<file path="config.mk">
export PLATFORM = sky130hd
export DESIGN_NAME = adder_sched
export DESIGN_NICKNAME = d
export VERILOG_FILES = /design/src/rtl/adder_sched.sv
export SDC_FILE = /design/constraint.sdc
export NUM_CORES = 1
export LEC_CHECK = 0
export ABC_AREA = 1
export CORE_MARGIN = 5
export CORE_UTILIZATION = 42
export DETAILED_ROUTE_END_ITERATION = 6
export GPL_TIMING_DRIVEN = 0
export PLACE_DENSITY = 0.78
export SYNTH_ARGS = -nofsm -noshare
export SYNTH_HDL_FRONTEND = slang
export SYNTH_SLANG_ARGS = --single-unit
</file>
<file path="constraint.sdc">
create_clock -name clk -period 2.1 [get_ports clk]
set_input_delay 0.42 -clock clk [delete_from_list [all_inputs] [get_ports clk]]
set_output_delay 0.42 -clock clk [all_outputs]
set_load 0.05 [all_outputs]
</file>
<file path="src/rtl/adder_sched.sv">
// Round-robin arbitrated two-stage pipeline computing 2*a + b for NREQ requesters.
// A stalled response freezes both stages and withholds every grant.
`timescale 1ns/1ps
module adder_sched #(
    parameter int unsigned NREQ = 4,
    parameter int unsigned W    = 16,
    localparam int unsigned IdW = (NREQ > 1) ? $clog2(NREQ) : 1
) (
    input  logic                clk,
    input  logic                rst_n,
    input  logic [NREQ-1:0]     req_valid,
    output logic [NREQ-1:0]     req_ready,
    input  logic [NREQ*W-1:0]   req_a,
    input  logic [NREQ*W-1:0]   req_b,
    output logic                rsp_valid,
    input  logic                rsp_ready,
    output logic [W-1:0]        rsp_data,
    output logic [IdW-1:0]      rsp_id,
    output logic                busy,
    output logic [15:0]         done_count
);

    logic           s1_valid_q, s1_valid_d;
    logic [W-1:0]   s1_a_q, s1_a_d;
    logic [W-1:0]   s1_b_q, s1_b_d;
    logic [IdW-1:0] s1_id_q, s1_id_d;

    logic           s2_valid_q, s2_valid_d;
    logic [W-1:0]   s2_data_q, s2_data_d;
    logic [IdW-1:0] s2_id_q, s2_id_d;

    logic [IdW-1:0] rr_ptr_q, rr_ptr_d;
    logic [15:0]    done_count_q, done_count_d;

    logic           advance;
    logic           grant_found;
    logic [IdW-1:0] grant_idx;
    logic [IdW-1:0] cand;
    logic           accept;
    logic [W-1:0]   result;

    assign advance = !s2_valid_q || rsp_ready;

    // First requester with valid high, scanning upward from rr_ptr with wraparound.
    always_comb begin
        grant_found = 1'b0;
        grant_idx   = '0;
        cand        = '0;
        for (int unsigned k = 0; k < NREQ; k++) begin
            cand = IdW'((32'(rr_ptr_q) + k) % NREQ);
            if (!grant_found && req_valid[cand]) begin
                grant_found = 1'b1;
                grant_idx   = cand;
            end
        end
    end

    // rst_n gates the grant so nothing is offered while reset is held.
    assign accept    = advance && grant_found && rst_n;
    assign req_ready = accept ? (NREQ'(1) << grant_idx) : '0;

    assign result = (s1_a_q << 1) + s1_b_q;

    always_comb begin
        s1_valid_d   = s1_valid_q;
        s1_a_d       = s1_a_q;
        s1_b_d       = s1_b_q;
        s1_id_d      = s1_id_q;
        s2_valid_d   = s2_valid_q;
        s2_data_d    = s2_data_q;
        s2_id_d      = s2_id_q;
        rr_ptr_d     = rr_ptr_q;
        done_count_d = done_count_q;

        if (advance) begin
            s1_valid_d = accept;
            s2_valid_d = s1_valid_q;
            s2_data_d  = result;
            s2_id_d    = s1_id_q;
        end

        if (accept) begin
            s1_a_d   = req_a[32'(grant_idx)*W +: W];
            s1_b_d   = req_b[32'(grant_idx)*W +: W];
            s1_id_d  = grant_idx;
            rr_ptr_d = IdW'((32'(grant_idx) + 1) % NREQ);
        end

        if (s2_valid_q && rsp_ready) begin
            done_count_d = done_count_q + 16'd1;
        end
    end

    always_ff @(posedge clk or negedge rst_n) begin
        if (!rst_n) begin
            s1_valid_q   <= 1'b0;
            s1_a_q       <= '0;
            s1_b_q       <= '0;
            s1_id_q      <= '0;
            s2_valid_q   <= 1'b0;
            s2_data_q    <= '0;
            s2_id_q      <= '0;
            rr_ptr_q     <= '0;
            done_count_q <= '0;
        end else begin
            s1_valid_q   <= s1_valid_d;
            s1_a_q       <= s1_a_d;
            s1_b_q       <= s1_b_d;
            s1_id_q      <= s1_id_d;
            s2_valid_q   <= s2_valid_d;
            s2_data_q    <= s2_data_d;
            s2_id_q      <= s2_id_d;
            rr_ptr_q     <= rr_ptr_d;
            done_count_q <= done_count_d;
        end
    end

    assign rsp_valid  = s2_valid_q;
    assign rsp_data   = s2_data_q;
    assign rsp_id     = s2_id_q;
    assign busy       = s1_valid_q || s2_valid_q;
    assign done_count = done_count_q;

endmodule

</file>
# == Word level (Yosys, flattened, before mapping) ==
# Index checks and enable logic that the tools add are counted.
# totals
reg_bits,71
latch_bits,0
ram_bits,0
rom_bits,0
input_bits,135
output_inout_bits,40
word_cells,51
memories,0
# op_classes
n_addsub,6
n_mul,0
n_div,0
magnitude_cmp,4
n_eq_ne,0
n_shift,3
muxes,17
bitwise_logic,0
reduce_logical,12
# op_table
cell,n
variable part select 64 x 7 -> 15 bit,1
variable part select 64 x 7 -> 16 bit,1
adder 16 x 1 -> 16 bit (second input constant),1
adder 16 bit,1
< comparator 2 x 3 -> 1 bit (second input constant),4
binary-select mux 1 bit (select 2 bit),4
two-way mux 1 bit,8
two-way mux 2 bit,4
logical AND 1 bit,6
adder 2 x 1 -> 2 bit (second input constant),2
adder 2 bit (second input constant),2
logical NOT 1 bit,4
two-way mux 4 bit,1
left shift 1 x 2 -> 4 bit (first input constant),1
logical OR 1 bit,2

# == Longest topological paths before layout ==
# depth
word_depth,15
mapped_depth,15
depth_no_buf,14

# == Worst setup path before layout ==
# No wires, ideal clock.
# synth_timing
kind,flip-flop to output port
startpoint,reg rr_ptr_q[0]
endpoint,out req_ready[0]
arrival_time_ps,2294
t_required_ps,1680
path_slack_ps,-614
path_stages_with_launch,15
path_buffers,2
path_cell_list,dfrtp_1 > inv_2 > nand2_1 > nand2_4 > nand2_1 > nand2_1 > nor2_1 > nor2_1 > nand2_4 > nand2_4 > buf_6 > buf_6 > ha_1 > inv_1 > nor2_1
# synth_via
elab_chain_cells,15
elab_cells_between_ends,29
cone_classes,add/sub (3); shift (1); mux (17); reduce/logical (8)
# synth_lines
element,line,source
start: declaration,32,"logic [IdW-1:0] rr_ptr_q, rr_ptr_d;"
start signal: assignment,113,rr_ptr_q <= rr_ptr_d;
branches (longest 14 deep; another with adder 2 x 1 -> 2 bit),n/a,
two-way mux 4 bit *,60,assign req_ready = accept ? (NREQ'(1) << grant_idx) : '0;
end: declaration,12,"output logic [NREQ-1:0] req_ready,"
# Every way passes the cells marked *. The select of a mux whose other input is x is not followed.

# == Worst setup path after layout ==
# Same ends and word-level chain as after synthesis.

==> impl_metrics.csv <==
group,metric,value,unit
yosys,netlist_top_cells_area,"dfrtp_1 35%, nand2_1 19%, nand3_1 11%",
clocking,cts_root_buf,"clkbuf_16",
grt,busiest_layer,"met2",
floorplanning,initial_core_util,0.428,
grt,use_met1,0.275,
run_status,status,"finished with violations",
yosys,ys_seq_elements,71,
clocking,cts_tree,"built",
place,pre_cts_slack,-1450,ps
setup_path,cp-end-kind,"primary output",
floorplanning,io_pins,175,
clocking,path_clk_slew,50,ps
timing,finalHoldWorstSlack,96.5,ps
setup_path,crit_slowest_cell,"dfrtp_2",
yosys,synthesis.area,5120,um2
setup_path,cp.arrival,2300,ps
grt,grtUsageMet2,0.347,
timing,maxSlewViolCount,0,
min_path,min_path_type,"input pin to asynchronous set/reset pin",
yosys,synth_top_cell_area_share,0.347,
yosys,yosys_warnings,0,
yosys,ys_seq_area_frac,0.347,
routing,drc,0,
setup_path,path_cells,"inv_4 -> nand2_2 -> nand2_8 -> nand2_1 -> nand2_2 -> nor2_2 -> nor2_4 -> nand2_8 -> nand2_8 -> buf_12 -> ha_4 -> inv_2 -> nor2_4 -> buf_8",
yosys,yosysMostFrequentCell,"nand2_1",
timing,final.min_clock_period,2720,ps
pwr,ir_drop,0.000992,V
timing,setup_viol,36,
cells_and_area,nNetsFinal,1123,
clocking,cts_sinks,71,
cells_and_area,syn2layout_area_growth,66.6,%
place,gp_congestion,0.885,
setup_path,cp_max_fo,20,
grt,grt_max_degree,73,
floorplanning,fp.dieH,120,um
flow_run,maxCapViolations,0,
grt,met3_usage,0.0561,
yosys,synth_top_cell_by_area,"dfrtp_1",
routing,vias_per_cell,5.16,
routing,wirelength,18500,um
floorplanning,die_w,120,um
grt,grt_use_total,0.211,
pwr,p_leak,4.27,nW
cells_and_area,final_layout_size_suffix_gt1_frac,0.228,
grt,antenna_found_initial,0,
yosys,netlist_instances,751,
timing,hold_viol_final,0,
setup_path,path_class,"flop to primary output",
yosys,ys_top_cells_by_count,"253 x nand2_1, 121 x inv_1, 109 x nand3_1",
timing,fin_setup_tns,-6530,ps
yosys,ys_types,35,
floorplanning,std_cell_rows,40,
routing,ant_nets,0,
clocking,clock_latency,330,ps
yosys,syn-mean-instance-area,6.82,um2
timing,post-route-period-util,1.30,
routing,wire_per_inst,16.5,um
timing,slew_headroom,0.579,
timing,max_slew.worst_pin.slew,631,ps
clocking,cts_buffer_depth,2,
routing,initialDrtViolationCount,498,
clocking,htreeDepth,3,
timing,fmax,367,MHz
pwr,p_per_area,1950,nW/um2
setup_path,max_stage_delay,430,ps
routing,firstDrtPassIters,5,
floorplanning,coreArea,12000,um2
place,dp_hpwl,11700,um
cells_and_area,n_antenna_cell,0,
pwr,power,16.6,mW
grt,first_global_vias,5276,
run_status,violations,"setup timing",
yosys,ys.flop_type,"dfrtp_1",
setup_path,start_kind,"flop",
place,numPortBuffers,170,
timing,clock_skew,2.93,ps
timing,rsz0062_at_grt,"true",
setup_path,required,1680,ps
setup_path,cp_common_cell,"nand2_8",
routing,vias,5783,
grt,grt_pass1_wl,24800,um
yosys,synth_edf_count,0,
timing,fin_ws,-622,ps
grt,overflow,0,
clocking,numCtsBuffers,9,
yosys,async_flop_share,1.00,
yosys,synth_nets,906,
floorplanning,dieArea,14500,um2
## final timing paths
path | from | endpoint | slack (ps) | depth (start not counted)
max in group asynchronous | rst_n | s1_b_q[1] | 1530 | 1
setup / recovery | rr_ptr_q[0] | req_ready[0] | -620 | 14
min in group clk | s1_valid_q | rsp_valid | 470 | 2
setup reg to reg | rr_ptr_q[0] | s1_b_q[7] | -460 | 19
hold / removal | rst_n | done_count[0] | 100 | 1
hold reg to reg | s1_valid_q | rsp_valid | 470 | 2
## cells in the final DEF (no fill, tap or decap), drive strengths merged, types with 16 or more instances in the layout
cell type	Yosys	final
ha	19	19
buf	25	63
nand3	112	112
nand2	264	264
dfrtp	71	71
o21ai	18	18
clkdlybuf4s50	0	161
clkbuf	3	18
inv	126	126
or2	25	25
nor2	24	24
a21oi	16	16
## layout make-up
type	count	area (um2)
fill	836	3430
multi-input combinational	526	3370
clock inverter	4	45.0
tap	147	184
buffer	26	283
inverter	126	488
clock buffer	12	246
sequential	71	1780
timing repair buffer	208	2130
## stage by stage
step | utilization | cells | cell area (um2)
2_1_floorplan | - | 751 | 5190
3_3_place_gp | 0.592 | 1068 | 7080
3_5_place_dp | 0.591 | 1068 | 7070
4_1_cts | 0.643 | 1100 | 7690
5_1_grt | 0.713 | 1120 | 8530
6_report | 0.713 | 1120 | 8530
## repair_timing
item,in CTS,in global routing
resized for setup,89,155
hold buffers,0,0
cloned,1,6
pin swaps,11,24
endpoints found under the setup margin,16,45
setup buffers,16,18
## cells by family (layout without fill, tap and decap cells)
group	count (synthesis)	after routing	share of synthesized area
AND/OR/NAND/NOR	445	445	0.393
adder cells (fa/ha/maj)	20	20	0.0503
multiplexers	1	1	0.00220
buffers and inverters	154	376	0.131
flip-flops	71	71	0.347
XOR/XNOR	19	19	0.0325
AO/OA/AOI/OAI	41	41	0.0437
## state kept, by name (all words and copies together) (netlist names)
register and flops:
rsp_id 2, rr_ptr_q 2, s1_valid_q 1, rsp_data 16
s1_b_q 16, s1_a_q 15, done_count 16, s1_id_q 2
rsp_valid 1
## power by group
part | internal [mW] | total, mW | switching (mW)
Sequential | 2.01 | 2.48 | 0.472
Clock | 0.945 | 1.49 | 0.548
Combinational | 5.19 | 12.6 | 7.44
## per-layer routing
layer,routed length [um],vias to the layer above
met2,8830,309
met3,1760,60
met5,0,-
li1,-,2763
met4,805,0
met1,7130,2651
## worst max-delay path, delay by kind of cell, from the launching register on
family,cells,cell delay [ps]
and+or+nand+nor,9,870
buffers and inverters,4,500
DFF,1,430
adders and majority gates,1,140
(Power assumes the default switching activity.)
